==> src/rtl/mem_stage_hs.sv <==
// MEM pipeline stage: LB/LBU/LH/LHU/LW/SB/SH/SW over a req/ack data bus with wait states and timeout.
// Optional MEM_UNALIGNED_EXC_EN: misaligned LH/LHU/SH/LW/SW skip the bus and raise align_exc_o.
module mem_stage_hs #(
   parameter int ADDR_W      = 32,
   parameter int REG_AW      = 5,
   parameter int TIMEOUT_CYC = 16
) (
   input  logic              clk,
   input  logic              rst,
   input  logic [REG_AW-1:0] wd_i,
   input  logic              wreg_i,
   input  logic [31:0]       wdata_i,
   input  logic [7:0]        aluop_i,
   input  logic [31:0]       mem_addr_i,
   input  logic [31:0]       reg2_i,
   input  logic [31:0]       pc_i,
   output logic [REG_AW-1:0] wd_o,
   output logic              wreg_o,
   output logic [31:0]       wdata_o,
   output logic [31:0]       pc_o,
   output logic [7:0]        aluop_o,
   output logic              stallreq,
   output logic              dbus_req_o,
   output logic [3:0]        dbus_we_o,
   output logic [ADDR_W-1:0] dbus_addr_o,
   output logic [31:0]       dbus_wdata_o,
   input  logic              dbus_ack_i,
   input  logic [31:0]       dbus_rdata_i,
`ifdef MEM_UNALIGNED_EXC_EN
   output logic              align_exc_o,
`endif
   output logic              bus_err_o
);

   // Operation codes of the core's AluOpBus (8 bits)
   localparam logic [7:0] OP_LB  = 8'hE0;
   localparam logic [7:0] OP_LH  = 8'hE1;
   localparam logic [7:0] OP_LW  = 8'hE3;
   localparam logic [7:0] OP_LBU = 8'hE4;
   localparam logic [7:0] OP_LHU = 8'hE5;
   localparam logic [7:0] OP_SB  = 8'hE8;
   localparam logic [7:0] OP_SH  = 8'hE9;
   localparam logic [7:0] OP_SW  = 8'hEB;

`ifdef MEM_UNALIGNED_EXC_EN
   localparam bit ALIGN_EXC_EN = 1'b1;
`else
   localparam bit ALIGN_EXC_EN = 1'b0;
`endif

   localparam int              CNT_W    = $clog2(TIMEOUT_CYC);
   localparam logic [CNT_W-1:0] CNT_LAST = CNT_W'(TIMEOUT_CYC - 1);

   typedef enum logic [1:0] {
      S_IDLE = 2'd0,
      S_WAIT = 2'd1,
      S_DONE = 2'd2
   } state_t;

   state_t           state_reg, state_next;
   logic [CNT_W-1:0] cnt_reg, cnt_next;
   logic [31:0]      data_reg, data_next;
   logic             err_reg, err_next;
   logic             align_reg, align_next;

   logic        is_load, is_store, is_mem;
   logic        size_b, size_h, size_w, ld_signed;
   logic        misaligned, align_hit;
   logic        bus_act;
   logic [7:0]  rd_byte [4];
   logic [7:0]  byte_sel;
   logic [15:0] half_sel;
   logic [31:0] load_val;
   logic [3:0]  st_we;
   logic [31:0] st_data;
   logic [ADDR_W-1:0] bus_addr;

   always_comb begin
      is_load   = 1'b0;
      is_store  = 1'b0;
      size_b    = 1'b0;
      size_h    = 1'b0;
      size_w    = 1'b0;
      ld_signed = 1'b0;
      case (aluop_i)
         OP_LB:  begin is_load  = 1'b1; size_b = 1'b1; ld_signed = 1'b1; end
         OP_LBU: begin is_load  = 1'b1; size_b = 1'b1; end
         OP_LH:  begin is_load  = 1'b1; size_h = 1'b1; ld_signed = 1'b1; end
         OP_LHU: begin is_load  = 1'b1; size_h = 1'b1; end
         OP_LW:  begin is_load  = 1'b1; size_w = 1'b1; end
         OP_SB:  begin is_store = 1'b1; size_b = 1'b1; end
         OP_SH:  begin is_store = 1'b1; size_h = 1'b1; end
         OP_SW:  begin is_store = 1'b1; size_w = 1'b1; end
         default: ;
      endcase
   end

   assign is_mem     = is_load | is_store;
   assign misaligned = (size_h & mem_addr_i[0]) | (size_w & (mem_addr_i[1:0] != 2'b00));
   assign align_hit  = ALIGN_EXC_EN & misaligned;
   assign bus_addr   = {mem_addr_i[ADDR_W-1:2], 2'b00};

   // Big-endian lane order: byte 0 lives in [31:24]
   genvar gi;
   generate
      for (gi = 0; gi < 4; gi++) begin : g_lane
         assign rd_byte[gi] = dbus_rdata_i[31-8*gi -: 8];
      end
   endgenerate

   // Halfword lane uses addr[1] only, so misaligned halves fall back to the aligned lane
   always_comb begin
      byte_sel = rd_byte[mem_addr_i[1:0]];
      half_sel = mem_addr_i[1] ? dbus_rdata_i[15:0] : dbus_rdata_i[31:16];
      load_val = dbus_rdata_i;
      if (size_b) begin
         load_val = {{24{ld_signed & byte_sel[7]}}, byte_sel};
      end else if (size_h) begin
         load_val = {{16{ld_signed & half_sel[15]}}, half_sel};
      end
   end

   always_comb begin
      st_we   = 4'b0000;
      st_data = reg2_i;
      if (is_store) begin
         if (size_b) begin
            st_we   = 4'b1000 >> mem_addr_i[1:0];
            st_data = {4{reg2_i[7:0]}};
         end else if (size_h) begin
            st_we   = mem_addr_i[1] ? 4'b0011 : 4'b1100;
            st_data = {2{reg2_i[15:0]}};
         end else begin
            st_we   = 4'b1111;
         end
      end
   end

   always_ff @(posedge clk or negedge rst) begin
      if (!rst) begin
         state_reg <= S_IDLE;
         cnt_reg   <= '0;
         data_reg  <= '0;
         err_reg   <= 1'b0;
         align_reg <= 1'b0;
      end else begin
         state_reg <= state_next;
         cnt_reg   <= cnt_next;
         data_reg  <= data_next;
         err_reg   <= err_next;
         align_reg <= align_next;
      end
   end

   always_comb begin
      state_next   = state_reg;
      cnt_next     = cnt_reg;
      data_next    = data_reg;
      err_next     = err_reg;
      align_next   = align_reg;
      bus_act      = 1'b0;
      wd_o         = wd_i;
      wreg_o       = 1'b0;
      wdata_o      = '0;
      pc_o         = pc_i;
      aluop_o      = aluop_i;
      stallreq     = 1'b0;
      dbus_req_o   = 1'b0;
      dbus_we_o    = 4'b0000;
      dbus_addr_o  = '0;
      dbus_wdata_o = '0;
      bus_err_o    = 1'b0;

      case (state_reg)
         S_IDLE: begin
            cnt_next   = '0;
            err_next   = 1'b0;
            align_next = 1'b0;
            if (!is_mem) begin
               wreg_o  = wreg_i;
               wdata_o = wdata_i;
            end else if (align_hit) begin
               stallreq   = 1'b1;
               align_next = 1'b1;
               state_next = S_DONE;
            end else begin
               stallreq = 1'b1;
               bus_act  = 1'b1;
               if (dbus_ack_i) begin
                  state_next = S_DONE;
               end else begin
                  cnt_next   = CNT_W'(1);
                  state_next = S_WAIT;
               end
            end
         end
         S_WAIT: begin
            stallreq = 1'b1;
            bus_act  = 1'b1;
            if (dbus_ack_i) begin
               state_next = S_DONE;
            end else if (cnt_reg == CNT_LAST) begin
               err_next   = 1'b1;
               state_next = S_DONE;
            end else begin
               cnt_next = cnt_reg + CNT_W'(1);
            end
         end
         S_DONE: begin
            bus_err_o = err_reg;
            // Only a successful load writes back; stores and failed accesses are squashed
            if (is_load && !err_reg && !align_reg) begin
               wreg_o  = wreg_i;
               wdata_o = data_reg;
            end
            state_next = S_IDLE;
         end
         default: state_next = S_IDLE;
      endcase

      if (bus_act) begin
         dbus_req_o   = 1'b1;
         dbus_we_o    = st_we;
         dbus_addr_o  = bus_addr;
         dbus_wdata_o = is_store ? st_data : 32'h0;
         if (dbus_ack_i) begin
            data_next = load_val;
         end
      end

      // While reset is asserted every output is held low, including the pass-through path
      if (!rst) begin
         wd_o         = '0;
         wreg_o       = 1'b0;
         wdata_o      = '0;
         pc_o         = '0;
         aluop_o      = '0;
         stallreq     = 1'b0;
         dbus_req_o   = 1'b0;
         dbus_we_o    = 4'b0000;
         dbus_addr_o  = '0;
         dbus_wdata_o = '0;
         bus_err_o    = 1'b0;
      end
   end

`ifdef MEM_UNALIGNED_EXC_EN
   assign align_exc_o = rst & (state_reg == S_DONE) & align_reg;
`endif

endmodule

==> config.mk <==
export PLATFORM = sky130hd
export DESIGN_NAME = mem_stage_hs
export DESIGN_NICKNAME = d
export VERILOG_FILES = /design/src/rtl/mem_stage_hs.sv
export SDC_FILE = /design/constraint.sdc
export NUM_CORES = 1
export LEC_CHECK = 0
export BUFFER_PORTS_ARGS = -buffer_cell sky130_fd_sc_hd__buf_2
export CAP_MARGIN = 40
export CORE_AREA = 2 2 127 129
export CTS_BUF_LIST = sky130_fd_sc_hd__clkbuf_8 sky130_fd_sc_hd__clkbuf_16
export DETAILED_ROUTE_END_ITERATION = 10
export DIE_AREA = 0 0 129 131
export PLACE_DENSITY = 0.61
export RECOVER_POWER = 50
export SLEW_MARGIN = 20
export SYNTH_ARGS = -nofsm -noshare
export SYNTH_HDL_FRONTEND = slang
export SYNTH_SLANG_ARGS = --single-unit
export TNS_END_PERCENT = 1
==> constraint.sdc <==
create_clock -name clk -period 1.85 [get_ports clk]
set_input_delay 0.37 -clock clk [delete_from_list [all_inputs] [get_ports clk]]
set_output_delay 0.37 -clock clk [all_outputs]
set_load 0.005 [all_outputs]
---- Yosys cells after proc, flatten, opt, wreduce, memory -nomap -nowiden ----
Cells that the tools add are included.
word-level totals
  flip-flop bits (word level) ............. 39
  input port bits ......................... 177
  output and inout bits ................... 149
cells by class
  $add $sub $neg .......................... 1
  magnitude comparators ................... 1
  equality and inequality tests ........... 16
  shift operators ......................... 1
  muxes and demuxes ....................... 55
  bitwise gates (word level) .............. 4
  reduce and logical (&&, ||, !) cells .... 13
operators with widths
  cell                                                       count
  two-way mux 32 bit                                         13
  == test 8 bit (second input constant)                      8
  one-hot mux 32 bit (2 select lines)                        1
  two-way mux 4 bit                                          8
  two-way mux 8 bit                                          3
  two-way mux 1 bit                                          18
  binary-select mux 8 bit (select 2 bit)                     1
  two-way mux 16 bit                                         1
  OR reduction 3 bit                                         3
  two-way mux 2 bit                                          4
  inequality test 2 bit (second input constant)              4
  one-hot mux 4 bit (2 select lines)                         1
  one-hot mux 1 bit (2 select lines)                         3
  AND reduction 3 bit                                        2
  two-way mux 5 bit                                          1
  OR reduction 5 bit                                         1
  adder 4 x 1 -> 4 bit (second input constant)               1
  == test 4 bit (second input constant)                      1
  one-hot mux 2 bit (2 select lines)                         1
  AND reduction 2 bit                                        2
  >> shifter 4 x 2 -> 4 bit (first input constant)           1
  greater-or-equal comparator 3 bit (second input constant)  1
  inequality test 3 bit (second input constant)              1
  inverter 2 -> 3 bit                                        1
  other kinds (9)                                            10

---- Depth between registers and ports, before layout ----
Gate-level depths: netlist of run 1.
  depth in word-level cells ............... 8
  gate-level depth with buffers ........... 7

---- Worst setup path after synthesis of run 1 ----
OpenSTA, ideal clock, no wires.
  kind .................................... input-to-output
  from .................................... input port aluop_i[4]
  to ...................................... output port dbus_wdata_o[10]
  arrival ................................. 1.622 ns
  slack ................................... -0.142 ns
  cell stages on the path ................. 5
  buffers on the path ..................... 1
  cells stage by stage .................... nand4b_1 -> buf_2 -> nor3_1 -> nand2_1 -> a21oi_1
between the ends
  word-level cells in the longest chain between the ends .. 8
  elaborated cells on any way between the ends .. 21
  classes of those cells .................. eq/ne (8); mux (9); bitwise (1); reduce/logical (3)
RTL lines
  item                                                                RTL line  source
  start: declaration                                                  13        input logic [7:0] aluop_i,
  == test 8 bit, on equally long branches                             -
  OR reduction 5 bit (no line) or OR reduction 3 bit (tied branches)  -
  two-way mux 1 bit                                                   85        case (aluop_i)
  bitwise OR 1 bit                                                    98        assign is_mem = is_load | is_store;
  two-way mux 1 bit                                                   179       if (!is_mem) begin
  one-hot mux 1 bit (2 select lines)                                  174       case (state_reg)
  two-way mux 32 bit *                                                221       if (bus_act) begin
  two-way mux 32 bit *                                                232       if (!rst) begin
  end: declaration                                                    26        output logic [31:0] dbus_wdata_o,
Every way passes the cells marked *; elsewhere a longest branch is shown, timed or not.

---- Final worst setup path of run 1 ----
  from .................................... register state_reg[0]
  to ...................................... output port wdata_o[14]
between the ends
  word-level cells in the longest chain between the ends .. 3
  elaborated cells on any way between the ends .. 4
  classes of those cells .................. eq/ne (1); mux (2); reduce/logical (1)
RTL lines
  item                                                RTL line  source
  start: declaration                                  60        state_t state_reg, state_next;
  start signal: assignment                            147       state_reg <= state_next;
  == test 2 bit or logical NOT 2 bit (tied branches)  174
  one-hot mux 32 bit (2 select lines) *               174
  two-way mux 32 bit *                                232
  end: declaration                                    19        output logic [31:0] wdata_o,
Marked as above.

==> results of run 1 <==
logic make-up (layout without fill, tap and decap cells):
family / after synthesis / in the layout / synth area share
flops: 39 / 39 / 0.2319
compound gates: 179 / 179 / 0.3112
mux: 21 / 21 / 0.05351
fa+ha+maj: 1 / 1 / 0.002972
buf+inv: 80 / 415 / 0.08472
simple gates: 246 / 246 / 0.3148
other cells: 1 / 3 / 0.0008909
layout make-up:
class	count	area (um2)	area share
multi-input cells	449	2977	0.4395
repair buffers	389	2311	0.3412
flip-flops and latches	39	975.9	0.1441
well taps	216	270.3	0.03990
clock buffers	5	125.1	0.01847
inverters	18	67.56	0.009976
clock inverters	3	43.79	0.006466
diodes	1	2.502	0.0003695
path summary, 6_finish.rpt:
check / endpoint / slack [ns] / depth (start not counted)
setup reg to reg: cnt_reg[3] / 0.26 / 5
hold / removal: data_reg[19] / 0.35 / 3
setup / recovery: wdata_o[14] / -0.58 / 8
hold reg to reg: data_reg[11] / 0.55 / 2
min in group asynchronous: state_reg[1] / 0.73 / 3
max in group asynchronous: data_reg[17] / 0.57 / 3
worst min-delay path, delay by kind of cell:
kind | cells | cell delay [ns]
AND/OR/NAND/NOR | 1 | 0.05
buffers and inverters | 1 | 0.10
AO/OA/AOI/OAI | 1 | 0.07
per-layer routing:
layer / wire length (um) / GRT usage / up-vias / share of wire
met5: 13 / 0 / - / 0.00072
met4: 307 / 0.04028 / 2 / 0.017
met3: 1417 / 0.03583 / 21 / 0.078
met2: 8944 / 0.3617 / 265 / 0.49
met1: 7463 / 0.2479 / 2600 / 0.41
li1: - / - / 2697 / -
stage by stage:
| step | hold WS (ns) | setup TNS [ns] | power, uW |
|---|---|---|---|
| floorplan | 0.07441 | -5.833 | 1891 |
| global placement | 0.5462 | -22.99 | 2468 |
| detailed placement | 0.5415 | -24.61 | 2485 |
| CTS | 0.3462 | -27.79 | 3499 |
| global route | 0.3651 | -35.23 | 3684 |
| finish | 0.3469 | -27.85 | 3478 |
cell usage in the layout (no fill, tap or decap), drive strengths merged, types with 10 or more instances in the layout:
cell type,instances
buf,381
nor2,71
a211oi,10
dfrtp,39
a22oi,32
a21oi,66
and3,39
nand2,60
a31oi,25
inv,18
mux2i,18
clkbuf,13
o21ai,14
and2,46
power by group through the flow:
stage	clock (uW)	combinational, uW	sequential [uW]
after CTS	1010	1160	1320
after detailed placement	0	1150	1340
after global routing	1050	1290	1350
after floorplan	0	635	1260
after global placement	0	1130	1340
final	1000	1160	1320
what timing repair did:
| action | CTS | global route |
|---|---|---|
| endpoints found under the setup margin | 101 | 101 |
| pin swaps | 3 | 0 |
| buffers inserted | 2 | 1 |
| gates cloned | 2 | 0 |
| hold buffers | 0 | 0 |
| gates resized for setup | 15 | 11 |
==> results.txt, run 1 <==
Status -> complete, but fails checks
Failing checks -> negative setup slack
Synth top cells by count -> a21oi_1 (66), nand2_1 (60), and2_1 (46)
Worst min-delay path class -> primary input to flop
Sequential share of power -> 0.379
Unrepaired setup endpoints after global routing -> yes
Final ANT Viol Nets -> 0
Synthesis Warnings -> 0
Worst slew margin -> 0.5105
Cell area after synthesis -> 0.004209 mm2
H-tree depth -> 2
Max FO, Critical Path -> 7
I/O Pins -> 326
Detailed Route WL -> 18150 um
Max Clk Rate -> 0.4118 GHz
Clock Pin Slew Worst Setup and Hold Paths -> 0.06 ns
DRC violations left -> 0
Count of cell types in the netlist -> 46
Min Tclk post-route -> 2.429 ns
Crit path max-delay cell type -> or4b_4
Post-Syn Area per Cell -> 7.423 um2
Vias in the first global route -> 5040
Width of the die -> 129 um
CP max stage delay -> 0.53 ns
Worst R2R Start -> cnt_reg[0]
CTS Buf Count -> 5
Combinational share of power -> 0.333
Number of flip-flops in the largest register -> 32
EDFF count, synth -> 0
DRT iter0 DRCs -> 312
Total track usage -> 0.1992
CP Launch Point -> state_reg[0]
CP Launch Type -> flop
Tcrit/Tclk final -> 1.313
Setup CP Type -> flop to output port
Nets -> 1080
Placer Congestion -> 0.8522
CTS max path bufs -> 2
Most frequently used flop master after synthesis -> dfrtp_1
Final setup violation count -> 101
Layout fillers -> 1617
Worst path most repeated cell -> buf_12
Min-delay src -> dbus_rdata_i[19]
Crit end category -> output port
Switching Fraction -> 0.3332
Final hold vios -> 0
Port buffer count -> 323
WP data arrival -> 2.06 ns
Placed insts -> 1106
Proportion of layout cells with a drive suffix above 1 -> 0.5282
Drt wl/cell -> 16.20 um
Total global routing overflow -> 0
Die Height -> 131 um
Dominant cells by area after synthesis -> dfrtp_1 (23%), a22oi_2 (8.9%), a21oi_1 (7.8%)
Initial antenna violation count -> 3
Post-synthesis register bit count -> 39
Max-Cap Viols -> 0
CP Cell Sequence -> or4b_4 -> a211oi_4 -> buf_4 -> buf_12 -> buf_12 -> a22oi_2 -> nor2_2 -> buf_2
Core box area -> 0.01560 mm2
Worst Tran Pin Value -> 0.7343 ns
Fin cells -> 1120
Area Overhead vs Synth -> 60.91%
Via count -> 5585
CP bufs+invs -> 4
Worst vdd ir -> 0.0004083 V
Drt pass-1 iters -> 5
CTS tree -> built
Row count -> 46
Pin count of the biggest net entering global routing -> 49
Area post-placement -> 0.006440 mm2
Detailed Place HPWL -> 14300 um
Synth area leader -> dfrtp_1
Cells after synthesis -> 567
Clock insertion delay at the later pin of the skew report -> 0.28 ns
CP top delay family -> simple AND/OR/NAND/NOR gates
Worst path required time -> 1.48 ns
# clock sinks -> 39
Worst slack at placement -> -0.4025 ns
Finished Cell Area -> 0.006773 mm2
Post-layout util -> 0.4342
P_sw -> 1159 uW
Initial core utilization -> 0.2699
P_leak -> 0.003676 uW
Vias/cell -> 4.987
Top cell type's share of synthesized area -> 0.2319
Fin worst setup slack -> -0.5787 ns
Async S/R FF share, synth -> 1.000
Die area -> 0.01690 mm2
CTS root buffer -> clkbuf_16
Most frequent cell after synthesis -> a21oi_1
Int Power -> 2319 uW
Clock network power share -> 0.288
PwrDens -> 513.6 mW/mm2
Max Transition Viols Final -> 0
First-pass GRT wire length -> 26700 um
Sequential share of the synthesized area -> 0.2319
Setup Skew -> 0.003886 ns
Note: power is estimated with default switching activity, not from simulation.
==> inputs of run 2 (changes only) <==
--- a/config.mk
+++ b/config.mk
@@ -11,7 +11,7 @@
 export CTS_BUF_LIST = sky130_fd_sc_hd__clkbuf_8 sky130_fd_sc_hd__clkbuf_16
 export DETAILED_ROUTE_END_ITERATION = 10
 export DIE_AREA = 0 0 129 131
-export PLACE_DENSITY = 0.61
+export PLACE_DENSITY = 0.65
 export RECOVER_POWER = 50
 export SLEW_MARGIN = 20
 export SYNTH_ARGS = -nofsm -noshare
==> results.txt, run 2 (synthesized netlist as in run 1, its figures left out) <==
Initial antenna violation count -> 2 (-1)
Core box area -> 0.01560 mm2 (unchanged)
Pin count of the biggest net entering global routing -> 54 (+10%)
Int Power -> 2180 uW (-6.0%)
H-tree depth -> 2 (unchanged)
Status -> complete, but fails checks
Max Transition Viols Final -> 0 (unchanged)
Min Tclk post-route -> 2.395 ns (-0.03410 ns)
Drt pass-1 iters -> 5 (unchanged)
Total global routing overflow -> 0 (unchanged)
Crit path max-delay cell type -> or4b_4
Setup CP Type -> flop to output port
P_leak -> 0.003678 uW (about the same)
Max layer used -> met5
Placer Congestion -> 0.8654 (+1.5%)
Worst min-delay path class -> primary input to flop
Sequential share of power -> 0.399 (+0.020)
Failing checks -> negative setup slack
Post-layout util -> 0.4327 (-0.001524)
Drt wl/cell -> 15.85 um (-2.2%)
Clock insertion delay at the later pin of the skew report -> 0.28 ns (about the same)
Placed insts -> 1116 (+0.90%)
Vias in the first global route -> 5047 (+0.14%)
PwrDens -> 493.8 mW/mm2 (-3.9%)
# clock sinks -> 39 (unchanged)
Detailed Route WL -> 17890 um (-1.4%)
Max FO, Critical Path -> 10 (+3)
CTS tree -> built
Final hold vios -> 0 (unchanged)
Tcrit/Tclk final -> 1.294 (-0.01843)
Clock network power share -> 0.255 (-0.033)
Worst R2R Setup Slack -> 0.20 ns (-0.06 ns)
CTS Buf Count -> 5 (unchanged)
Row count -> 46 (unchanged)
Worst vdd ir -> 0.0002872 V (-30%)
CTS root buffer -> clkbuf_16
Die area -> 0.01690 mm2 (unchanged)
Worst path required time -> 1.48 ns (about the same)
Worst path most repeated cell -> buf_12
Die Height -> 131 um (unchanged)
Max Clk Rate -> 0.4176 GHz (+1.4%)
DRC violations left -> 0 (unchanged)
Setup Skew -> 0.005241 ns (+0.001355 ns)
Most common cell after layout, fill and taps aside -> buf_2
Area post-placement -> 0.006465 mm2 (+0.39%)
Met2 Wirelength -> 8928 um (-0.18%)
Worst R2R Start -> cnt_reg[0]
Worst slew margin -> 0.4977 (-0.01273)
Vias/cell -> 4.872 (-2.3%)
Width of the die -> 129 um (unchanged)
Finished Cell Area -> 0.006749 mm2 (-0.35%)
I/O Pins -> 326 (unchanged)
CP Launch Point -> state_reg[0]
CP Launch Type -> flop
Reg-to-Reg End -> cnt_reg[3]
CTS max path bufs -> 2 (unchanged)
Final setup violation count -> 146 (+45%)
Fin cells -> 1129 (+0.80%)
First-pass GRT wire length -> 26320 um (-1.4%)
Area Overhead vs Synth -> 60.34%
WP data arrival -> 2.02 ns (-0.04 ns)
Worst Tran Pin Value -> 0.7534 ns (+0.01909 ns)
Combinational share of power -> 0.346 (+0.013)
CP Cell Sequence -> or4b_4 -> a211oi_4 -> buf_6 -> buf_12 -> buf_12 -> a22oi_2 -> nor2_2 -> buf_2
Final ANT Viol Nets -> 0 (unchanged)
M1 WL -> 7416 um (-0.63%)
R2R cell count -> 5 (unchanged)
TNS Setup -> -37.69 ns (-9.847 ns)
Initial core utilization -> 0.2699 (unchanged)
Clock Pin Slew Worst Setup and Hold Paths -> 0.06 ns (about the same)
Switching Fraction -> 0.3459 (+0.01265)
Total track usage -> 0.1980 (-0.001157)
P_sw -> 1153 uW (-0.55%)
Nets -> 1088 (+0.74%)
Number of flip-flops in the largest register -> 32 (unchanged)
Met3 wire length -> 1200 um (-15%)
Crit end category -> output port
Via count -> 5501 (-1.5%)
CP max stage delay -> 0.53 ns (about the same)
Fin worst setup slack -> -0.5446 ns (+0.03410 ns)
Unrepaired setup endpoints after global routing -> yes
DRT iter0 DRCs -> 403 (+29%)
Proportion of layout cells with a drive suffix above 1 -> 0.5379 (+0.009631)
Max-Cap Viols -> 0 (unchanged)
Port buffer count -> 323 (unchanged)
Detailed Place HPWL -> 14510 um (+1.5%)
Critical Path End -> wdata_o[14]
Most frequent cells in the layout -> buf_2 (322), a21oi_1 (63), nand2_1 (60)
[run 2: what timing repair did]
item	4_1_cts	5_1_grt
endpoints found under the setup margin	101	103
gates resized for setup	13	13
pin swaps	3	1
gates cloned	1	0
hold buffers	0	0
setup buffers	2	0
[run 2: area by class of cell]
cell class	count	area [um2]
repair buffers	397	2311
well taps	216	270.3
fillers	1635	8848
clock inverters	3	20.02
inverters	18	67.56
clock buffers	5	125.1
diodes	2	5.005
flip-flops and latches	39	975.9
multi-input cells	449	2974
[run 2: metrics by stage]
stage / setup slack [ns] / hold WS [ns] / power, uW
finish: -0.5446 / 0.3500 / 3333
global route: -0.6386 / 0.3638 / 3555
CTS: -0.5502 / 0.2775 / 3367
detailed placement: -0.4139 / 0.5499 / 2496
global placement: -0.3899 / 0.5338 / 2472
floorplan: -0.1415 / 0.07441 / 1891
[run 2: how the worst min path moves through the flow]
stage	start	end	cells after the start	slack (ns)
floorplan	rst	cnt_reg[0]	0	0.07
global placement	data_reg[7]	data_reg[7]	2	0.53
detailed placement	data_reg[7]	data_reg[7]	2	0.55
CTS	rst	data_reg[27]	3	0.28
global route	dbus_rdata_i[0]	data_reg[0]	3	0.36
finish	dbus_rdata_i[1]	data_reg[1]	3	0.35
[run 2: metal layers]
metal / global-route usage / vias to the layer above
met4: 0.05882 / 2
met2: 0.3629 / 238
met1: 0.2389 / 2528
met5: 0 / -
met3: 0.03176 / 21
li1: - / 2712
[run 2: critical path: cells and delay by family, from the launching register on]
| family | cells | cell delay [ns] |
|---|---|---|
| AOI/OAI and AO/OA | 2 | 0.24 |
| buffers and inverters | 4 | 0.54 |
| DFF | 1 | 0.37 |
| and+or+nand+nor | 2 | 0.60 |
[run 2: power by group through the flow]
stage	Sequential (uW)	Combinational (uW)	Clock [uW]
final	1330	1150	851
after global routing	1360	1300	894
after CTS	1330	1160	875
after detailed placement	1350	1150	0
after global placement	1340	1130	0
after floorplan	1260	635	0
